===== config.mk =====
export PLATFORM = sky130hd
export DESIGN_NAME = mips_muldiv_unit_flat
export DESIGN_NICKNAME = d
export VERILOG_FILES = /design/src/rtl/mips_muldiv_pkg.sv /design/src/rtl/mips_muldiv_if.sv /design/src/rtl/mips_muldiv_step.sv /design/src/rtl/mips_muldiv_unit.sv /design/src/flat_wrapper.sv
export SDC_FILE = /design/constraint.sdc
export NUM_CORES = 1
export LEC_CHECK = 0
export CORE_MARGIN = 3
export CORE_UTILIZATION = 31
export CTS_BUF_LIST = sky130_fd_sc_hd__clkbuf_4 sky130_fd_sc_hd__clkbuf_8 sky130_fd_sc_hd__clkbuf_16
export CTS_CLUSTER_SIZE = 16
export DETAILED_ROUTE_END_ITERATION = 7
export GPL_TIMING_DRIVEN = 0
export PLACE_DENSITY_LB_ADDON = 0.2
export SLEW_MARGIN = 30
export SYNTH_ARGS = -nofsm -noshare
export SYNTH_HDL_FRONTEND = slang
export SYNTH_SLANG_ARGS = --single-unit

===== constraint.sdc =====
create_clock -name clk -period 3.6 [get_ports clk]
set_input_delay 0.54 -clock clk [delete_from_list [all_inputs] [get_ports clk]]
set_output_delay 0.54 -clock clk [all_outputs]
set_load 0.01 [all_outputs]

===== src/rtl/mips_muldiv_pkg.sv =====
// Shared types for the iterative MIPS multiply/divide unit.
// Latency: none (types and helpers only); backpressure: not applicable.
package mips_muldiv_pkg;

    localparam int DEFAULT_WIDTH = 32;

    typedef enum logic [2:0] {
        MULT  = 3'd0,
        MULTU = 3'd1,
        DIV   = 3'd2,
        DIVU  = 3'd3,
        MTHI  = 3'd4,
        MTLO  = 3'd5
    } muldiv_op_t;

    typedef enum logic [1:0] {
        IDLE   = 2'd0,
        RUN    = 2'd1,
        FINISH = 2'd2
    } muldiv_state_t;

    function automatic logic op_is_signed(input muldiv_op_t op);
        return (op == MULT) || (op == DIV);
    endfunction

    function automatic logic op_is_div(input muldiv_op_t op);
        return (op == DIV) || (op == DIVU);
    endfunction

endpackage


===== src/rtl/mips_muldiv_if.sv =====
// Core <-> mul/div unit handshake and HI/LO result bus.
// Latency: wires only; backpressure: start_ready drops while the unit is busy.
interface mips_muldiv_if #(
    parameter int WIDTH = mips_muldiv_pkg::DEFAULT_WIDTH
) ();
    import mips_muldiv_pkg::*;

    logic             clock_enable;
    logic             start_valid;
    logic             start_ready;
    muldiv_op_t       op;
    logic [WIDTH-1:0] op_a;
    logic [WIDTH-1:0] op_b;
    logic             busy;
    logic             done;
    logic [WIDTH-1:0] hi;
    logic [WIDTH-1:0] lo;

    modport master (
        output clock_enable, start_valid, op, op_a, op_b,
        input  start_ready, busy, done, hi, lo
    );

    modport slave (
        input  clock_enable, start_valid, op, op_a, op_b,
        output start_ready, busy, done, hi, lo
    );

endinterface


===== src/rtl/mips_muldiv_step.sv =====
// One radix-2 iteration: shift-add multiply or restoring divide step.
// Latency: combinational; backpressure: none.
module mips_muldiv_step #(
    parameter int WIDTH = 32
) (
    input  logic               mode_div_i,
    input  logic [2*WIDTH-1:0] acc_i,
    input  logic [WIDTH-1:0]   opnd_i,
    output logic [2*WIDTH-1:0] acc_o,
    output logic               q_bit_o
);

    logic [WIDTH:0]   sum;
    logic [WIDTH:0]   rem_sh;
    logic [WIDTH-1:0] rem_next;

    always_comb begin
        sum      = {1'b0, acc_i[2*WIDTH-1:WIDTH]} + {1'b0, (acc_i[0] ? opnd_i : {WIDTH{1'b0}})};
        // Divide: acc is {remainder, remaining dividend bits}; the quotient fills in from the LSB.
        rem_sh   = acc_i[2*WIDTH-1:WIDTH-1];
        q_bit_o  = 1'b0;
        rem_next = rem_sh[WIDTH-1:0];
        acc_o    = {sum, acc_i[WIDTH-1:1]};
        if (mode_div_i) begin
            q_bit_o = (rem_sh >= {1'b0, opnd_i});
            if (q_bit_o) begin
                rem_next = WIDTH'(rem_sh - {1'b0, opnd_i});
            end
            acc_o = {rem_next, acc_i[WIDTH-2:0], q_bit_o};
        end
    end

endmodule


===== src/rtl/mips_muldiv_unit.sv =====
// Iterative MULT/MULTU/DIV/DIVU plus MTHI/MTLO, owner of the HI/LO registers.
// Latency: WIDTH+1 enabled cycles from accept to result; backpressure: start_ready low while busy.
module mips_muldiv_unit #(
    parameter int WIDTH = mips_muldiv_pkg::DEFAULT_WIDTH
) (
    input  logic         clk,
    input  logic         reset,
    mips_muldiv_if.slave bus
);
    import mips_muldiv_pkg::*;

    localparam int CNT_W = $clog2(WIDTH);

    muldiv_state_t      state_q;
    logic [CNT_W-1:0]   cnt_q;
    logic [2*WIDTH-1:0] acc_q;
    logic [2*WIDTH-1:0] acc_d;
    logic [WIDTH-1:0]   opnd_q;
    logic [WIDTH-1:0]   raw_a_q;
    logic               div_q;
    logic               dz_q;
    logic               sa_q;
    logic               sb_q;
    logic [WIDTH-1:0]   hi_q;
    logic [WIDTH-1:0]   lo_q;
    logic               done_q;

    logic               sa_d;
    logic               sb_d;
    logic [WIDTH-1:0]   mag_a_d;
    logic [WIDTH-1:0]   mag_b_d;
    logic [WIDTH-1:0]   hi_d;
    logic [WIDTH-1:0]   lo_d;
    logic [2*WIDTH-1:0] prod_neg;
    logic [WIDTH-1:0]   quot;
    logic [WIDTH-1:0]   rem;
    logic               q_bit_unused;

    assign bus.start_ready = (state_q == IDLE);
    assign bus.busy        = (state_q != IDLE);
    assign bus.done        = done_q;
    assign bus.hi          = hi_q;
    assign bus.lo          = lo_q;

    mips_muldiv_step #(.WIDTH(WIDTH)) u_step (
        .mode_div_i (div_q),
        .acc_i      (acc_q),
        .opnd_i     (opnd_q),
        .acc_o      (acc_d),
        .q_bit_o    (q_bit_unused)
    );

    always_comb begin
        sa_d    = op_is_signed(bus.op) && bus.op_a[WIDTH-1];
        sb_d    = op_is_signed(bus.op) && bus.op_b[WIDTH-1];
        mag_a_d = sa_d ? (~bus.op_a + 1'b1) : bus.op_a;
        mag_b_d = sb_d ? (~bus.op_b + 1'b1) : bus.op_b;
    end

    // Sign fixup; unsigned ops never record sign bits, so they pass straight through.
    always_comb begin
        prod_neg = ~acc_q + 1'b1;
        quot     = acc_q[WIDTH-1:0];
        rem      = acc_q[2*WIDTH-1:WIDTH];
        {hi_d, lo_d} = (sa_q ^ sb_q) ? prod_neg : acc_q;
        if (div_q) begin
            if (dz_q) begin
                lo_d = {WIDTH{1'b1}};
                hi_d = raw_a_q;
            end else begin
                lo_d = (sa_q ^ sb_q) ? (~quot + 1'b1) : quot;
                hi_d = sa_q ? (~rem + 1'b1) : rem;
            end
        end
    end

    always_ff @(posedge clk or negedge reset) begin
        if (!reset) begin
            state_q <= IDLE;
            cnt_q   <= '0;
            acc_q   <= '0;
            opnd_q  <= '0;
            raw_a_q <= '0;
            div_q   <= 1'b0;
            dz_q    <= 1'b0;
            sa_q    <= 1'b0;
            sb_q    <= 1'b0;
            hi_q    <= '0;
            lo_q    <= '0;
            done_q  <= 1'b0;
        end else if (bus.clock_enable) begin
            done_q <= 1'b0;
            case (state_q)
                IDLE: begin
                    if (bus.start_valid) begin
                        case (bus.op)
                            MTHI: hi_q <= bus.op_a;
                            MTLO: lo_q <= bus.op_a;
                            MULT, MULTU, DIV, DIVU: begin
                                state_q <= RUN;
                                cnt_q   <= CNT_W'(WIDTH - 1);
                                div_q   <= op_is_div(bus.op);
                                sa_q    <= sa_d;
                                sb_q    <= sb_d;
                                raw_a_q <= bus.op_a;
                                dz_q    <= (bus.op_b == '0);
                                if (op_is_div(bus.op)) begin
                                    acc_q  <= {{WIDTH{1'b0}}, mag_a_d};
                                    opnd_q <= mag_b_d;
                                end else begin
                                    acc_q  <= {{WIDTH{1'b0}}, mag_b_d};
                                    opnd_q <= mag_a_d;
                                end
                            end
                            default: ;
                        endcase
                    end
                end
                RUN: begin
                    acc_q <= acc_d;
                    if (cnt_q == '0) begin
                        state_q <= FINISH;
                    end else begin
                        cnt_q <= cnt_q - 1'b1;
                    end
                end
                FINISH: begin
                    hi_q    <= hi_d;
                    lo_q    <= lo_d;
                    done_q  <= 1'b1;
                    state_q <= IDLE;
                end
                default: state_q <= IDLE;
            endcase
        end
    end

endmodule


===== src/flat_wrapper.sv =====
// flat-port wrapper written by rule: the top's interface ports become plain ports
module mips_muldiv_unit_flat import mips_muldiv_pkg::*;
#(
    parameter int WIDTH = mips_muldiv_pkg::DEFAULT_WIDTH
)
  (clk, reset, bus_clock_enable, bus_start_valid, bus_op, bus_op_a, bus_op_b, bus_start_ready, bus_busy, bus_done, bus_hi, bus_lo);
  mips_muldiv_if #(.WIDTH(WIDTH)) bus_i ();
  input  logic clk;
  input  logic reset;
  input wire logic [$bits(bus_i.clock_enable)-1:0] bus_clock_enable;
  input wire logic [$bits(bus_i.start_valid)-1:0] bus_start_valid;
  input wire logic [$bits(bus_i.op)-1:0] bus_op;
  input wire logic [$bits(bus_i.op_a)-1:0] bus_op_a;
  input wire logic [$bits(bus_i.op_b)-1:0] bus_op_b;
  output wire logic [$bits(bus_i.start_ready)-1:0] bus_start_ready;
  output wire logic [$bits(bus_i.busy)-1:0] bus_busy;
  output wire logic [$bits(bus_i.done)-1:0] bus_done;
  output wire logic [$bits(bus_i.hi)-1:0] bus_hi;
  output wire logic [$bits(bus_i.lo)-1:0] bus_lo;
  assign bus_i.clock_enable = bus_clock_enable;
  assign bus_i.start_valid = bus_start_valid;
  assign bus_i.op = bus_op;
  assign bus_i.op_a = bus_op_a;
  assign bus_i.op_b = bus_op_b;
  assign bus_start_ready = bus_i.start_ready;
  assign bus_busy = bus_i.busy;
  assign bus_done = bus_i.done;
  assign bus_hi = bus_i.hi;
  assign bus_lo = bus_i.lo;
  mips_muldiv_unit #(.WIDTH(WIDTH)) u_core (.clk(clk), .reset(reset), .bus(bus_i));
endmodule

Yosys cells after proc, flatten, opt, wreduce, memory -nomap -nowiden
Cells that the tools add are included.
{"block": "totals", "in_bits": 71, "regBits": 204, "wordCells": 90, "out_inout_bits": 67}
{"block": "op_classes", "mux": 32, "magnitude_cmp": 1, "n_reduce_logical": 18, "addsub": 8, "n_eq_ne": 13, "bitwise": 6}
{"cell": "two-way mux 32 bit", "n": 16}
{"cell": "two-way mux 64 bit", "n": 4}
{"cell": "adder 32 x 1 -> 32 bit (second input constant)", "n": 4}
{"cell": "NOT 32 bit", "n": 4}
{"cell": "one-hot mux 32 bit (2 select lines)", "n": 2}
{"cell": "one-hot mux 64 bit (2 select lines)", "n": 1}
{"cell": "adder 64 x 1 -> 64 bit (second input constant)", "n": 1}
{"cell": "NOT 64 bit", "n": 1}
{"cell": "adder 32 x 32 -> 33 bit", "n": 1}
{"cell": "greater-or-equal comparator 33 x 32 -> 1 bit", "n": 1}
{"cell": "zero test 32 bit", "n": 1}
{"cell": "subtractor 32 bit", "n": 1}
{"cell": "AND reduction 4 bit", "n": 5}
{"cell": "two-way mux 5 bit", "n": 3}
{"cell": "one-hot mux 5 bit (2 select lines)", "n": 1}
{"cell": "inequality test 2 x 1 -> 1 bit (second input constant)", "n": 4}
{"cell": "equality test 3 x 2 -> 1 bit (second input constant)", "n": 2}
{"cell": "equality test 3 bit (second input constant)", "n": 2}
{"cell": "two-way mux 2 bit", "n": 3}
{"cell": "nonzero test 2 bit", "n": 3}
{"cell": "zero test 5 bit", "n": 1}
{"cell": "AND reduction 5 bit", "n": 1}
{"cell": "subtractor 5 x 1 -> 5 bit (second input constant)", "n": 1}
{"cell": "inequality test 2 bit (second input constant)", "n": 2}
{"cell": "11 further kinds", "n": 13}

Logic depth before layout (Yosys ltp)
{"block": "logic_depth", "ltp_word": 8, "mapped_depth": 16, "ltp_nobuf": 14}

Cells and area by module
Synthesis repeated with hierarchy kept, for this count alone.
{"block": "unflattened", "cells_unflattened": 2237, "area_unflattened_um2": 17480.5}
{"mod": "mips_muldiv_unit", "instances": 1, "cells_per_inst": 1569, "seq_area_each_um2": 5104.9, "area_each_um2": 12786.0}
{"mod": "mips_muldiv_step", "instances": 1, "cells_per_inst": 668, "seq_area_each_um2": 0.0, "area_each_um2": 4694.5}

Worst setup path after synthesis
OpenSTA, ideal clock, no wires.
{"block": "synth_path", "path_type": "reg-to-reg", "from": "register u_core.acc_q[31]", "to": "register u_core.acc_q[62]", "required_ps": 3479, "slack_ps": 41, "arrival_time_ps": 3438, "stages_incl_launch_ff": 16, "period_less_slack_ps": 3559, "path_cell_list": "dfrtp_1 clkbuf_1 inv_1 ha_1 inv_1 fa_1 a21o_1 a221oi_2 nor4_1 or4_4 or3b_1 a211o_1 o31ai_2 xor2_1 o211ai_1 a22o_1"}
{"block": "synth_via", "elab_chain_cells": 4, "word_cells_on_any_way": 5}
{"element": "from (decl)", "line_no": "mips_muldiv_unit.sv:16", "rtl": "logic [2*WIDTH-1:0] acc_q;"}
{"element": "from (signal assigned)", "line_no": "mips_muldiv_unit.sv:108", "rtl": "acc_q <= {{WIDTH{1'b0}}, mag_a_d};"}
{"element": "from (signal assigned)", "line_no": "mips_muldiv_unit.sv:111", "rtl": "acc_q <= {{WIDTH{1'b0}}, mag_b_d};"}
{"element": "subtractor 32 bit or greater-or-equal comparator 33 x 32 -> 1 bit (tied branches)", "line_no": "mips_muldiv_step.sv:27, mips_muldiv_step.sv:25"}
{"element": "two-way mux 32 bit *", "line_no": "mips_muldiv_step.sv:26", "rtl": "if (q_bit_o) begin"}
{"element": "two-way mux 64 bit *", "line_no": "mips_muldiv_step.sv:24", "rtl": "if (mode_div_i) begin"}
{"element": "one-hot mux 64 bit (2 select lines) *", "line_no": "mips_muldiv_unit.sv:93", "rtl": "case (state_q)"}
Every way passes the cells marked *; elsewhere a longest branch is shown, timed or not.
A chain may end at the register's enable or synchronous reset.

Worst setup path after layout
Ends and elaborated chain as after synthesis.

==> reports/summary.log <==
INFO  status         result_of_the_run=completed
INFO  flow_run       maxcap_viol_count=0
INFO  global_routing grtUsageTotal=26.8%
INFO  power          power.leakage=8.70nW
INFO  sta            worst_clock_skew=0.0195ns
INFO  sta            achievable-frequency=0.282GHz
INFO  clock_network  worstSkewPairLatency=0.57ns
INFO  layout         most_common_cell_after_layout_fill_and_taps_aside=sky130_fd_sc_hd__nand2_1
INFO  critical_path  r2r_cells=14
INFO  global_routing grt_first_pass_wirelength=116000um
INFO  global_routing first_global_vias=17485
INFO  synth          syn_area_per_cell=7.54um2
INFO  clock_network  cts.clk_slew.worst_paths=0.06ns
INFO  clock_network  max-clock-path-buffers=3
INFO  floorplanning  io_pins=138
INFO  critical_path  worstReg2RegStart=u_core.acc_q[31]
INFO  detailed_routing drt_drc_violations_left=0
INFO  critical_path  worst_ep_arrival_time=4.00ns
INFO  synth          postSynth.asyncResetShare=100%
INFO  synth          dominantRegCellSynth=sky130_fd_sc_hd__dfrtp_1
INFO  sta            final.period_utilization=98.4%
INFO  global_routing grt_antenna_before_repair=0
INFO  floorplanning  die_width=241um
INFO  synth          synth_area_leaders=sky130_fd_sc_hd__dfrtp_1, sky130_fd_sc_hd__nand2_1, sky130_fd_sc_hd__o21ai_0, sky130_fd_sc_hd__a21oi_1, sky130_fd_sc_hd__xnor2_1
INFO  synth          synth_top_area_share=29.7%
INFO  synth          flip_flop_and_latch_count_after_synthesis=204
INFO  detailed_routing detail_route.wirelength=80100um
INFO  critical_path  setup.worst_path.class=reg2reg
INFO  sta            max_slew_violations=0
INFO  worst_hold_path classification_of_the_worst_slack_hold_path=in2reg
INFO  critical_path  path_cells=inv_2 -> ha_4 -> inv_2 -> fa_2 -> a21o_1 -> a221oi_2 -> nor4_1 -> or4_4 -> or3b_1 -> a211o_1 -> o31ai_2 -> xor2_1 -> o211ai_1 -> a22o_1
INFO  synth          synth_sequential_area_ratio=29.7%
INFO  critical_path  worstPathMaxFanout=2
INFO  floorplanning  floorplan_row_count=85
INFO  critical_path  worstSetupStartpointType=flip-flop
INFO  floorplanning  vert_die_dim=241um
INFO  sta            slew_headroom=32.0%
INFO  floorplanning  die_area=58300um2
INFO  critical_path  cp.required=4.05ns
INFO  synth          number_of_distinct_standard_cells_referenced_by_the_synthesized_netlist=80
INFO  critical_path  dominant_cell_type_by_count_on_the_critical_path=sky130_fd_sc_hd__inv_2
INFO  synth          ys.warnings.count=0
INFO  sta            hold_violations=0
INFO  clock_network  tritoncts=yes
INFO  clock_network  tritoncts.num_buffers=27
INFO  detailed_routing dr.pass1.iters=5
INFO  place          dp_worst_setup_slack=-0.737ns
INFO  critical_path  rr_endpoint=u_core.acc_q[62]
INFO  place          place_hpwl=62900um
INFO  floorplanning  placeableCoreArea=54300um2
INFO  clock_network  cts.root.buffer_cell=sky130_fd_sc_hd__clkbuf_16
INFO  place          finalWeightedCongestion=0.970
INFO  sta            grt_setup_unrepaired=yes
INFO  place          port_buffer_count=128
INFO  layout         post_route_cells_drive_above_1_share=6.72%
INFO  floorplanning  initial_utilization=31.6%
INFO  sta            transition_time_at_the_pin_with_the_least_slew_margin=1.02ns
INFO  critical_path  worst_path_largest_cell_delay=0.43ns
INFO  clock_network  ctsHtreeMaxLevel=1
INFO  global_routing overflow=0
INFO  detailed_routing final_antenna_net_count=0
INFO  detailed_routing routed-via-count=18350
INFO  worst_hold_path worstHoldStart=bus_op_a[13]
INFO  synth          synthCells=2276
INFO  sta            finalSetupViolCount=0
INFO  detailed_routing avgRoutedWirePerCell=25.0um
INFO  layout         area_growth_syn_to_layout=20.8%
INFO  detailed_routing avgViaCountPerCell=5.71
INFO  synth          synth_top_cell_by_area=sky130_fd_sc_hd__dfrtp_1
INFO  layout         mostFrequentLayoutCells=sky130_fd_sc_hd__nand2_1, sky130_fd_sc_hd__nor2_1, sky130_fd_sc_hd__o21ai_0
INFO  synth          synth_enable_flop_cells=0
INFO  layout         num-fill-cells=5681
INFO  layout         finish.net_count=2598
INFO  critical_path  setup.reg_to_reg.worst_slack=0.06ns
INFO  power          cellPowerDensity=798nW/um2
INFO  sta            min_period=3.54ns
INFO  synth          total_nets_after_synthesis=2419
INFO  global_routing maximum_number_of_pins_on_one_net_before_global_route_repair=80
INFO  worst_hold_path hold_path_end=u_core.raw_a_q[13]
INFO  synth          syn-cell-area=17200um2
INFO  critical_path  critPathSlowestCell=sky130_fd_sc_hd__dfrtp_2
INFO  sta            setup_total_negative_slack=0ns
INFO  power          vdd_ir_drop_max=0.336mV
INFO  detailed_routing first_iter_violations=1796
INFO  worst_hold_path hold-path-cell-count=3
INFO  sta            setup_ws=0.0569ns
INFO  clock_network  cts.sink_count=204
INFO  critical_path  critPathLaunch=u_core.acc_q[31]
INFO  critical_path  end_kind=flip-flop
-- through the flow --
stage               instance area [um2]  std cells  hold WS, ns  utilization (%)  total power [mW]
floorplan                         17200       2276        0.244                -              9.92
global placement                  19400       3143        0.464             35.7              13.1
detailed placement                19400       3145        0.468             35.8              13.2
CTS                               20600       3203        0.341             37.8              16.2
global route                      20700       3210        0.369             38.2              17.6
finish                            20700       3211        0.379             38.2              16.6
-- cells by family after synthesis --
family	Yosys count	synth area share (%)
multiplexers	48	2.82
AO/OA/AOI/OAI	709	25.4
buffers and inverters	248	5.60
adder cells (fa/ha/maj)	72	5.33
AND/OR/NAND/NOR	789	20.6
XOR/XNOR	206	10.5
flip-flops	204	29.7
-- sequential cells by signal, summed over array words and instances, names as in the netlist --
| signal | count |
|---|---|
| u_core.acc_q | 64 |
| u_core.bus.hi | 32 |
| u_core.bus.lo | 32 |
| u_core.opnd_q | 32 |
| u_core.raw_a_q | 32 |
| u_core.cnt_q | 5 |
| u_core.state_q | 2 |
| u_core.bus.done | 1 |
| u_core.div_q | 1 |
| u_core.dz_q | 1 |
| u_core.sa_q | 1 |
| u_core.sb_q | 1 |
-- worst max-delay path: cells and delay by family, from the launching register on --
kind / cells / cell delay [ns]
adders and majority gates: 2 / 0.45
and+or+nand+nor: 3 / 0.89
buffers and inverters: 2 / 0.10
DFF: 1 / 0.43
AOI/OAI and AO/OA: 6 / 1.37
xor gates and xnor gates: 1 / 0.20
-- worst max path at each step --
stage / end / cells after the start
6_report: u_core.acc_q[62] / 14
5_1_grt: u_core.acc_q[62] / 14
3_3_place_gp: u_core.opnd_q[15] / 1
3_5_place_dp: u_core.acc_q[49] / 12
4_1_cts: u_core.acc_q[62] / 14
2_1_floorplan: u_core.acc_q[62] / 15
-- routing by layer --
layer	share of wire, %	vias up	GRT usage (%)
li1	-	8408	-
met1	46	9098	38.8
met2	44	707	42.0
met3	7.0	137	3.88
met4	3.3	0	7.08
met5	0	-	0
-- area by class of cell --
class	count	area [um2]	share of cell area, %
antenna	1	2.50	0.0121
buffer	174	711	3.43
clock buffer	37	788	3.80
clock inverter	8	97.6	0.470
inverter	70	265	1.28
multi-input combinational	1824	11300	54.5
sequential	204	5110	24.6
tap	739	925	4.46
timing repair buffer	154	1530	7.39
-- report_power, final --
part	switching, mW	internal [mW]
Sequential	0.720	3.04
Combinational	6.29	3.76
Clock	1.10	1.65
-- synth_stat cells (4+ instances only) --
cell	number
sky130_fd_sc_hd__o211ai_1	21
sky130_fd_sc_hd__nor3b_1	4
sky130_fd_sc_hd__a31oi_1	14
sky130_fd_sc_hd__ha_1	70
sky130_fd_sc_hd__o41ai_1	13
sky130_fd_sc_hd__a22oi_1	6
sky130_fd_sc_hd__nor4_1	12
sky130_fd_sc_hd__nand2_1	341
sky130_fd_sc_hd__nor2b_1	11
sky130_fd_sc_hd__clkbuf_1	155
sky130_fd_sc_hd__xnor2_1	103
sky130_fd_sc_hd__xor2_1	103
sky130_fd_sc_hd__a222oi_1	5
sky130_fd_sc_hd__nand4_1	15
sky130_fd_sc_hd__and2_1	6
sky130_fd_sc_hd__a32oi_1	5
sky130_fd_sc_hd__and3_1	9
sky130_fd_sc_hd__o211a_1	4
sky130_fd_sc_hd__nand2b_1	16
sky130_fd_sc_hd__o21bai_1	4
sky130_fd_sc_hd__nor3_1	39
sky130_fd_sc_hd__or3_1	20
sky130_fd_sc_hd__o221ai_1	8
sky130_fd_sc_hd__a21o_1	41
sky130_fd_sc_hd__o31ai_1	27
sky130_fd_sc_hd__o21a_1	10
sky130_fd_sc_hd__buf_2	5
sky130_fd_sc_hd__a211o_1	4
sky130_fd_sc_hd__nor2_1	223
sky130_fd_sc_hd__a211oi_1	36
sky130_fd_sc_hd__nand3_1	49
sky130_fd_sc_hd__inv_1	68
sky130_fd_sc_hd__or4_1	15
sky130_fd_sc_hd__mux2i_1	45
sky130_fd_sc_hd__o21ai_1	6
sky130_fd_sc_hd__dfrtp_1	204
sky130_fd_sc_hd__o21ai_0	213
sky130_fd_sc_hd__o22ai_1	38
sky130_fd_sc_hd__or2_2	8
sky130_fd_sc_hd__a221oi_1	6
sky130_fd_sc_hd__buf_1	13
sky130_fd_sc_hd__a221o_1	12
sky130_fd_sc_hd__a21oi_1	210
-- timing repair --
item	CTS	global route
pin swaps	14	17
hold endpoints to repair	61	0
setup buffers	14	9
gates cloned	0	0
hold buffers	1	0
setup endpoints to repair	49	44
gates resized for setup	36	38
Power figures use the tool's default switching activity.
